--- config.mk ---
export PLATFORM = sky130hd
export DESIGN_NAME = branch_target_loader
export DESIGN_NICKNAME = d
export VERILOG_FILES = /design/src/rtl/branch_target_loader.sv
export SDC_FILE = /design/constraint.sdc
export NUM_CORES = 1
export LEC_CHECK = 0
export CORE_ASPECT_RATIO = 2
export CORE_UTILIZATION = 25
export CTS_CLUSTER_SIZE = 24
export DETAILED_ROUTE_END_ITERATION = 6
export PLACE_DENSITY = 0.58
export SLEW_MARGIN = 0
export SYNTH_ARGS = -nofsm -noshare
export SYNTH_HDL_FRONTEND = slang
export SYNTH_SLANG_ARGS = --single-unit
--- constraint.sdc ---
create_clock -name Clk -period 1.5 [get_ports Clk]
set_clock_uncertainty 0.1 [all_clocks]
set_input_delay 0.3 -clock Clk [delete_from_list [all_inputs] [get_ports Clk]]
set_output_delay 0.3 -clock Clk [all_outputs]
set_load 0.1 [all_outputs]
--- src/rtl/branch_target_loader.sv ---
`default_nettype none
// ============================================================================
// branch_target_loader: assembles byte pairs into table targets, writes slots.
// Revision: 1.0
// ============================================================================
module branch_target_loader #(
  parameter int ENTRIES = 24,
  parameter int TW      = 10,
  parameter int BASE    = 8
) (
  input  logic          Clk,
  input  logic          Reset,
  input  logic          Start,
  input  logic [7:0]    DataIn,
  input  logic          DataValid,
  output logic          DataReady,
  output logic          WrEn,
  output logic [4:0]    WrAddr,
  output logic [TW-1:0] WrData,
  output logic          Busy,
  output logic          Done,
  output logic          Error
);

  localparam int CW = (ENTRIES > 1) ? $clog2(ENTRIES) : 1;

  localparam logic [2:0] S_IDLE  = 3'd0;
  localparam logic [2:0] S_HI    = 3'd1;
  localparam logic [2:0] S_LO    = 3'd2;
  localparam logic [2:0] S_WRITE = 3'd3;
  localparam logic [2:0] S_FIN   = 3'd4;

  logic [2:0]    state_q, state_d;
  logic [CW-1:0] cnt_q, cnt_d;
  logic [1:0]    hi_q, hi_d;
  logic          err_q, err_d;
  logic [4:0]    addr_q, addr_d;
  logic [TW-1:0] data_q, data_d;
  logic          w_last;

  assign w_last = (cnt_q == CW'(ENTRIES - 1));

  always_ff @(posedge Clk or posedge Reset) begin
    if (Reset) begin
      state_q <= S_IDLE;
      cnt_q   <= '0;
      hi_q    <= '0;
      err_q   <= 1'b0;
      addr_q  <= '0;
      data_q  <= '0;
    end else begin
      state_q <= state_d;
      cnt_q   <= cnt_d;
      hi_q    <= hi_d;
      err_q   <= err_d;
      addr_q  <= addr_d;
      data_q  <= data_d;
    end
  end

  always_comb begin
    state_d = state_q;
    case (state_q)
      S_IDLE:  if (Start) state_d = S_HI;
      S_HI:    if (DataValid) state_d = S_LO;
      S_LO:    if (DataValid) state_d = S_WRITE;
      S_WRITE: state_d = w_last ? S_FIN : S_HI;
      S_FIN:   state_d = S_IDLE;
      default: state_d = S_IDLE;
    endcase
  end

  // Write address/data are captured on the low-byte handshake so they are
  // already stable when WrEn rises and simply hold afterwards.
  always_comb begin
    cnt_d  = cnt_q;
    hi_d   = hi_q;
    err_d  = err_q;
    addr_d = addr_q;
    data_d = data_q;
    if (state_q == S_IDLE && Start) begin
      cnt_d = '0;
      hi_d  = '0;
      err_d = 1'b0;
    end
    if (state_q == S_HI && DataValid) begin
      hi_d = DataIn[1:0];
      if (|DataIn[7:2]) err_d = 1'b1;
    end
    if (state_q == S_LO && DataValid) begin
      addr_d = 5'(BASE) + 5'(cnt_q);
      data_d = TW'({hi_q, DataIn});
    end
    if (state_q == S_WRITE && !w_last) cnt_d = cnt_q + CW'(1);
  end

  always_comb begin
    DataReady = (state_q == S_HI) || (state_q == S_LO);
    WrEn      = (state_q == S_WRITE);
    Busy      = (state_q == S_HI) || (state_q == S_LO) || (state_q == S_WRITE);
    Done      = (state_q == S_FIN);
  end

  assign WrAddr = addr_q;
  assign WrData = data_q;
  assign Error  = err_q;

endmodule
`default_nettype wire

==> results of run 1 <==
-- registers in the layout (all words and copies together), names as in the netlist --
name     count
cnt_q        5
hi_q         2
WrData      10
state_q      3
WrAddr       5
Error        1
-- stage by stage --
stage	hold WS (ns)	instance area (µm²)
3_5_place_dp	0.3985	1889
4_1_cts	0.2801	2087
6_report	0.2750	2140
2_1_floorplan	0.2399	1245
3_3_place_gp	0.3891	1889
5_1_grt	0.3197	2140
-- final timing paths --
| check | startpoint | cells after the start | endpoint |
|---|---|---|---|
| setup / recovery | state_q[1] | 4 | DataReady |
| hold / removal | Reset | 3 | WrData[6] |
| setup reg to reg | state_q[1] | 4 | hi_q[1] |
| hold reg to reg | hi_q[1] | 1 | hi_q[1] |
| max in group asynchronous | Reset | 3 | state_q[2] |
| min in group Clk | DataIn[4] | 2 | WrData[4] |
-- worst max-delay path: stages (launching register included) --
cell and delay (ns):
dfrtp_1 0.42, buf_6 0.13, nand2b_4 0.14, a21oi_4 0.16, buf_12 0.19
-- layer usage --
layer  wire, µm  vias to the layer above
li1           -                      451
met1       1087                      493
met2       2038                       31
met3        100                        6
met4         70                        0
met5          0                        -
-- what timing repair did --
action,CTS,global route
endpoints found under the setup margin,24,28
pin swaps,6,3
cloned,0,0
buffers inserted,9,3
hold buffers,0,0
resized for setup,21,7
-- kinds of logic (layout without fill, tap and decap cells) --
logic type,after synthesis,in the layout,share of synthesized area (%)
XOR/XNOR,2,2,1.477
AO/OA/AOI/OAI,18,18,9.388
multiplexers,15,15,14.03
flip-flops,26,26,54.85
buffers and inverters,7,61,4.219
AND/OR/NAND/NOR,27,27,14.98
adder cells (fa/ha/maj),1,1,1.055
-- synth_stat cells, types with 2 or more instances --
| cell | number |
|---|---|
| nor2_1 | 5 |
| xnor2_1 | 2 |
| mux2_2 | 12 |
| dfrtp_1 | 26 |
| a22o_1 | 2 |
| buf_6 | 3 |
| nand2b_1 | 2 |
| mux2i_1 | 2 |
| nand3b_1 | 2 |
| nand2_1 | 6 |
| a21oi_1 | 8 |
| and4b_1 | 2 |
| o211ai_1 | 2 |
| inv_1 | 3 |
| nand3_1 | 2 |
-- cell type report --
type / instances / area (µm²) / share of cell area (%)
Clock buffer: 4 / 55.05 / 2.573
Inverter: 3 / 15.01 / 0.7018
Multi-Input combinational cell: 63 / 629.4 / 29.42
Sequential cell: 26 / 651.9 / 30.47
Tap cell: 55 / 68.82 / 3.216
Timing Repair Buffer: 54 / 719.4 / 33.63
==> impl_metrics.yaml, run 1 <==
die:
  initial_core_util_pct: 25.80
  die_area_um2: 5041
  std_cell_rows: 35
  die_h_um: 99.41
  dieWidth_um: 50.71
  core-area_um2: 4598
  io_pins: 32
final_layout:
  num_antenna_cells: 0
  mostFrequentLayoutCell: "dfrtp_1"
  layout.cells.non_filler: 205
  num-nets-final: 164
  finish.utilization_pct: 46.53
  final.fill_count: 423
  syn_to_final_growth_pct: 80.38
  drive_gt1_share_pct: 53.33
  layout_common_cells: "dfrtp_1 (25), buf_12 (21), buf_4 (15), mux2_4 (13), clkdlybuf4s50_1 (9)"
yosys:
  synth_edf_count: 0
  synth.top_cells.by_area: "dfrtp_1 (55%), mux2_2 (11%), a21oi_1 (3.4%)"
  ys_seq_area_share_pct: 54.85
  synth_ff_type: "dfrtp_1"
  syn_inst: 96
  synth_cell_types: 32
  synth_top_area_share_pct: 54.85
  async_flop_share_pct: 100.0
  yosys_warnings: 0
  synth_top_cell_by_area: "dfrtp_1"
  avgSynthCellArea_um2: 12.36
  synthesis.area_um2: 1186
  synthesis.nets: 109
  yosys_register_bits: 26
sta:
  slew_viol_final: 0
  slew_headroom_pct: 78.35
  hold_viol_final: 0
  setup-tns-final_ns: -3.100
  setup_violations: 24
  fmax_ghz: 0.5831
  fin_crit_sh_pct: 114.3
  tightest_slew_ns: 0.3248
  rsz0062_at_grt: "true"
  finalCriticalPeriod_ns: 1.715
  worst_slack_ns: -0.2148
cts:
  cts.clk_slew.worst_paths_ns: 0.09
  cts_sinks: 26
  cts_tree: "yes"
  clockBufferDepth: 2
  cts_buffers: 3
  insertion_delay_ns: 0.27
  cts_root_buffer: "clkbuf_8"
  htree_num_levels: 1
route:
  dr_total_vias: 981
  antenna_left: 0
  wl_per_cell_um: 16.07
  drc_errors: 0
  viasPerCell: 4.785
  drt_iter0_markers: 2
  routed_wl_um: 3295
  dr.pass1.iters: 4
status:
  violations: "setup timing"
  outcome: "finished, violations left"
setup_path:
  required_ns: 1.10
  critPathCaptureType: "output pin"
  crit_arrival_ns: 1.31
  worstSetupPathType: "reg2out"
  crit_fanout: 3
  critPathLaunchType: "flop"
  rrSetupSlack_ns: -0.20
global_route:
  grt_use_met2_pct: 29.23
  grtUsageMet1_pct: 13.93
  grt_usage_pct: 14.62
  grt_pass1_wl_um: 5430
  grt.busiest_layer: "met2"
  grtUsageMet3_pct: 1.988
  antenna_found_initial: 0
  grt_max_degree: 27
  grt_pass1_vias: 1093
  grt_overflow_total: 0
place:
  place_inst: 189
  preCtsSetupSlack_ns: -0.4170
  io_buffer_count: 31
  gp_congestion: 0.7592
  hpwl_um: 2367
run:
  max_cap_viol_count: 0
min_path:
  hp-class: "in2async"
Power of run 1 is not shown: default switching activity piles up to over one toggle a cycle in this logic, so the estimate is an artifact.
==> inputs of run 2 (changes only) <==
ABC_CLOCK_PERIOD_IN_PS = 1500   (was unset)
==> results of run 2 <==
No change in the layout: final DEF, timing and power equal those of run 1.
Power of run 2 is left out for the same reason.
==> variant, RTL diff (flow settings as in run 2) <==
Make the reset (`Reset`) synchronous in one clocked block.
--- a/src/rtl/branch_target_loader.sv
+++ b/src/rtl/branch_target_loader.sv
@@ -41,5 +41,5 @@
   assign w_last = (cnt_q == CW'(ENTRIES - 1));
 
-  always_ff @(posedge Clk or posedge Reset) begin
+  always_ff @(posedge Clk) begin
     if (Reset) begin
       state_q <= S_IDLE;
Function: differs if Reset is asserted again (counterexample within 4 cycles, from zero or initial values and one cycle with Reset high); with Reset held inactive, the same outputs for 10 cycles.
==> variant against run 2 <==
  * The run still ends with setup timing left
  * Critical path depth is the same
  * Global-route usage shrank 1.1 points
  * Sequential cell count is the same
  * Routed wire length shrank 5.9%
  * Register-to-register slack gained 0.21 ns
  * Via count grew 19%
  * Synthesized area shrank 2.1%
  * Cell count grew 19%
  * Final area shrank 4.9%
  * Setup slack gained 0.12 ns
  * Critical path type unchanged
  * Highest routed layer unchanged
Power is left out: it rests on default switching activity, and per cell area and clock period it moved more than threefold.
==> variant: results (changes against run 2) <==
| Metric | Value |
|---|---|
| Status | finished with violations |
| Violated checks | setup timing |
| Primary FF master, synth | dfxtp_1 |
| Critical path fanouts, max | 8 (+5) |
| Pin count of the biggest net entering global routing | 29 (+7.4%) |
| Vias/cell | 4.77 (-0.23%) |
| Max incr delay on CP | 0.38 ns (-0.04 ns) |
| Setup ws final | -0.0998 ns (+0.115 ns) |
| Gpl congestion | 0.736 (-3.0%) |
| Global-route wire length before repair | 5210 um (-4.1%) |
| Top cells by area, synth | dfxtp_1 (45%), nand2_1 (11%), a21oi_1 (8.6%) |
| Final hold vios | 0 (unchanged) |
| Layout cell share with drive strength beyond 1 | 33.2% (-20 points) |
| Synth Warn # | 0 (unchanged) |
| First-pass DRT Iterations | 4 (unchanged) |
| Synth Net Count | 154 (+41%) |
| Final setup viols | 10 (-58%) |
| Setup WS pre-CTS | -0.329 ns (+0.0883 ns) |
| Number of I/O port buffers | 31 (unchanged) |
| H-tree depth | 1 (unchanged) |
| Slowest stage cell on the critical path | dfxtp_4 |
| Measured slew at the worst slew-check pin | 0.251 ns (-0.0741 ns) |
| Top post-synthesis cells by count | nand2_1 (34), dfxtp_1 (26), a21oi_1 (20) |
| CTS Buf Count | 3 (unchanged) |
| CTS max path bufs | 2 (unchanged) |
| Critical path's top delay family | flip-flops |
| HPWL Detailed | 2230 um (-6.0%) |
| Clock Root Buffer | clkbuf_8 |
| Routed WL per cell | 12.7 um (-21%) |
| Async set-reset flop share out of synthesis | 0% (-100 points) |
| Post-synthesis sequential area ratio | 44.8% (-10 points) |
| WP data arrival | 1.20 ns (-0.11 ns) |
| Initial antenna violation count | 0 (unchanged) |
| Mean post-synth cell area | 8.23 um^2 (-33%) |
| DRT iter0 DRCs | 10 (+8) |
| Vias in the first global route | 1187 (+8.6%) |
| Worst-path clk slew | 0.08 ns |
| Library cells used by synthesis | 34 (+6.3%) |
| Total Neg Setup Slack | -0.485 ns (+2.62 ns) |
| Cell total after placement | 234 (+24%) |
| Worst-Skew Late Latency | 0.27 ns (about the same) |
| Ant diodes | 0 (unchanged) |
| Drt total wl | 3100 um (-5.9%) |
| GRT Util Overall | 13.6% (-1.1 points) |
| Worst min path class | in -> reg |
| Nets | 204 (+24%) |
-- variant: area by class of cell --
cell class | instances | area (um^2)
Multi-Input combinational cell | 101 | 633
Timing Repair Buffer | 56 | 731
Inverter | 3 | 18.8
Fill cell | 427 | 2350
Sequential cell | 26 | 529
Clock buffer | 4 | 55.1
Tap cell | 54 | 67.6
-- variant: stage by stage --
step           cell area (um^2)  utilization, %
2_1_floorplan              1200               -
3_3_place_gp               1870            42.7
3_5_place_dp               1870            42.7
4_1_cts                    2010            45.8
5_1_grt                    2030            46.4
6_report                   2030            46.4
-- variant: per-layer routing --
layer	vias up	part of all wire [%]	track usage, %
li1	588	-	-
met1	542	37	13.8
met2	28	58	25.6
met3	7	2.6	1.25
met4	0	2.5	7.25
met5	-	0	0
-- variant: worst register-to-register path, stage by stage, from the launching register on --
cell and delay, ns:
dfxtp_2 0.35, buf_6 0.14, buf_4 0.12, or4bb_1 0.51, nand3_1 0.10, a21oi_1 0.07
-- variant: path summary, 6_finish.rpt --
path / cells after the start / slack, ns / to / start
max: 4 / -0.1 / DataReady / state_q[0]
min: 3 / 0.33 / WrData[5] / DataIn[5]
max reg2reg: 5 / 0.01 / hi_q[0] / state_q[2]
min reg2reg: 2 / 0.36 / WrData[9] / hi_q[1]
-- variant: kinds of logic after synthesis --
| group | Yosys count | synth area share (%) |
|---|---|---|
| adder cells (fa/ha/maj) | 1 | 1.08 |
| AND/OR/NAND/NOR | 64 | 28.3 |
| flip-flops | 26 | 44.8 |
| XOR/XNOR | 4 | 3.02 |
| AO/OA/AOI/OAI | 31 | 15.7 |
| buffers and inverters | 14 | 6.03 |
| multiplexers | 1 | 0.970 |
-- variant: repair_timing --
action                     4_1_cts  5_1_grt
gates cloned                     0        0
gates resized for setup         15        4
setup buffers                    4        2
pin swaps                        7        3
setup endpoints to repair       11       25
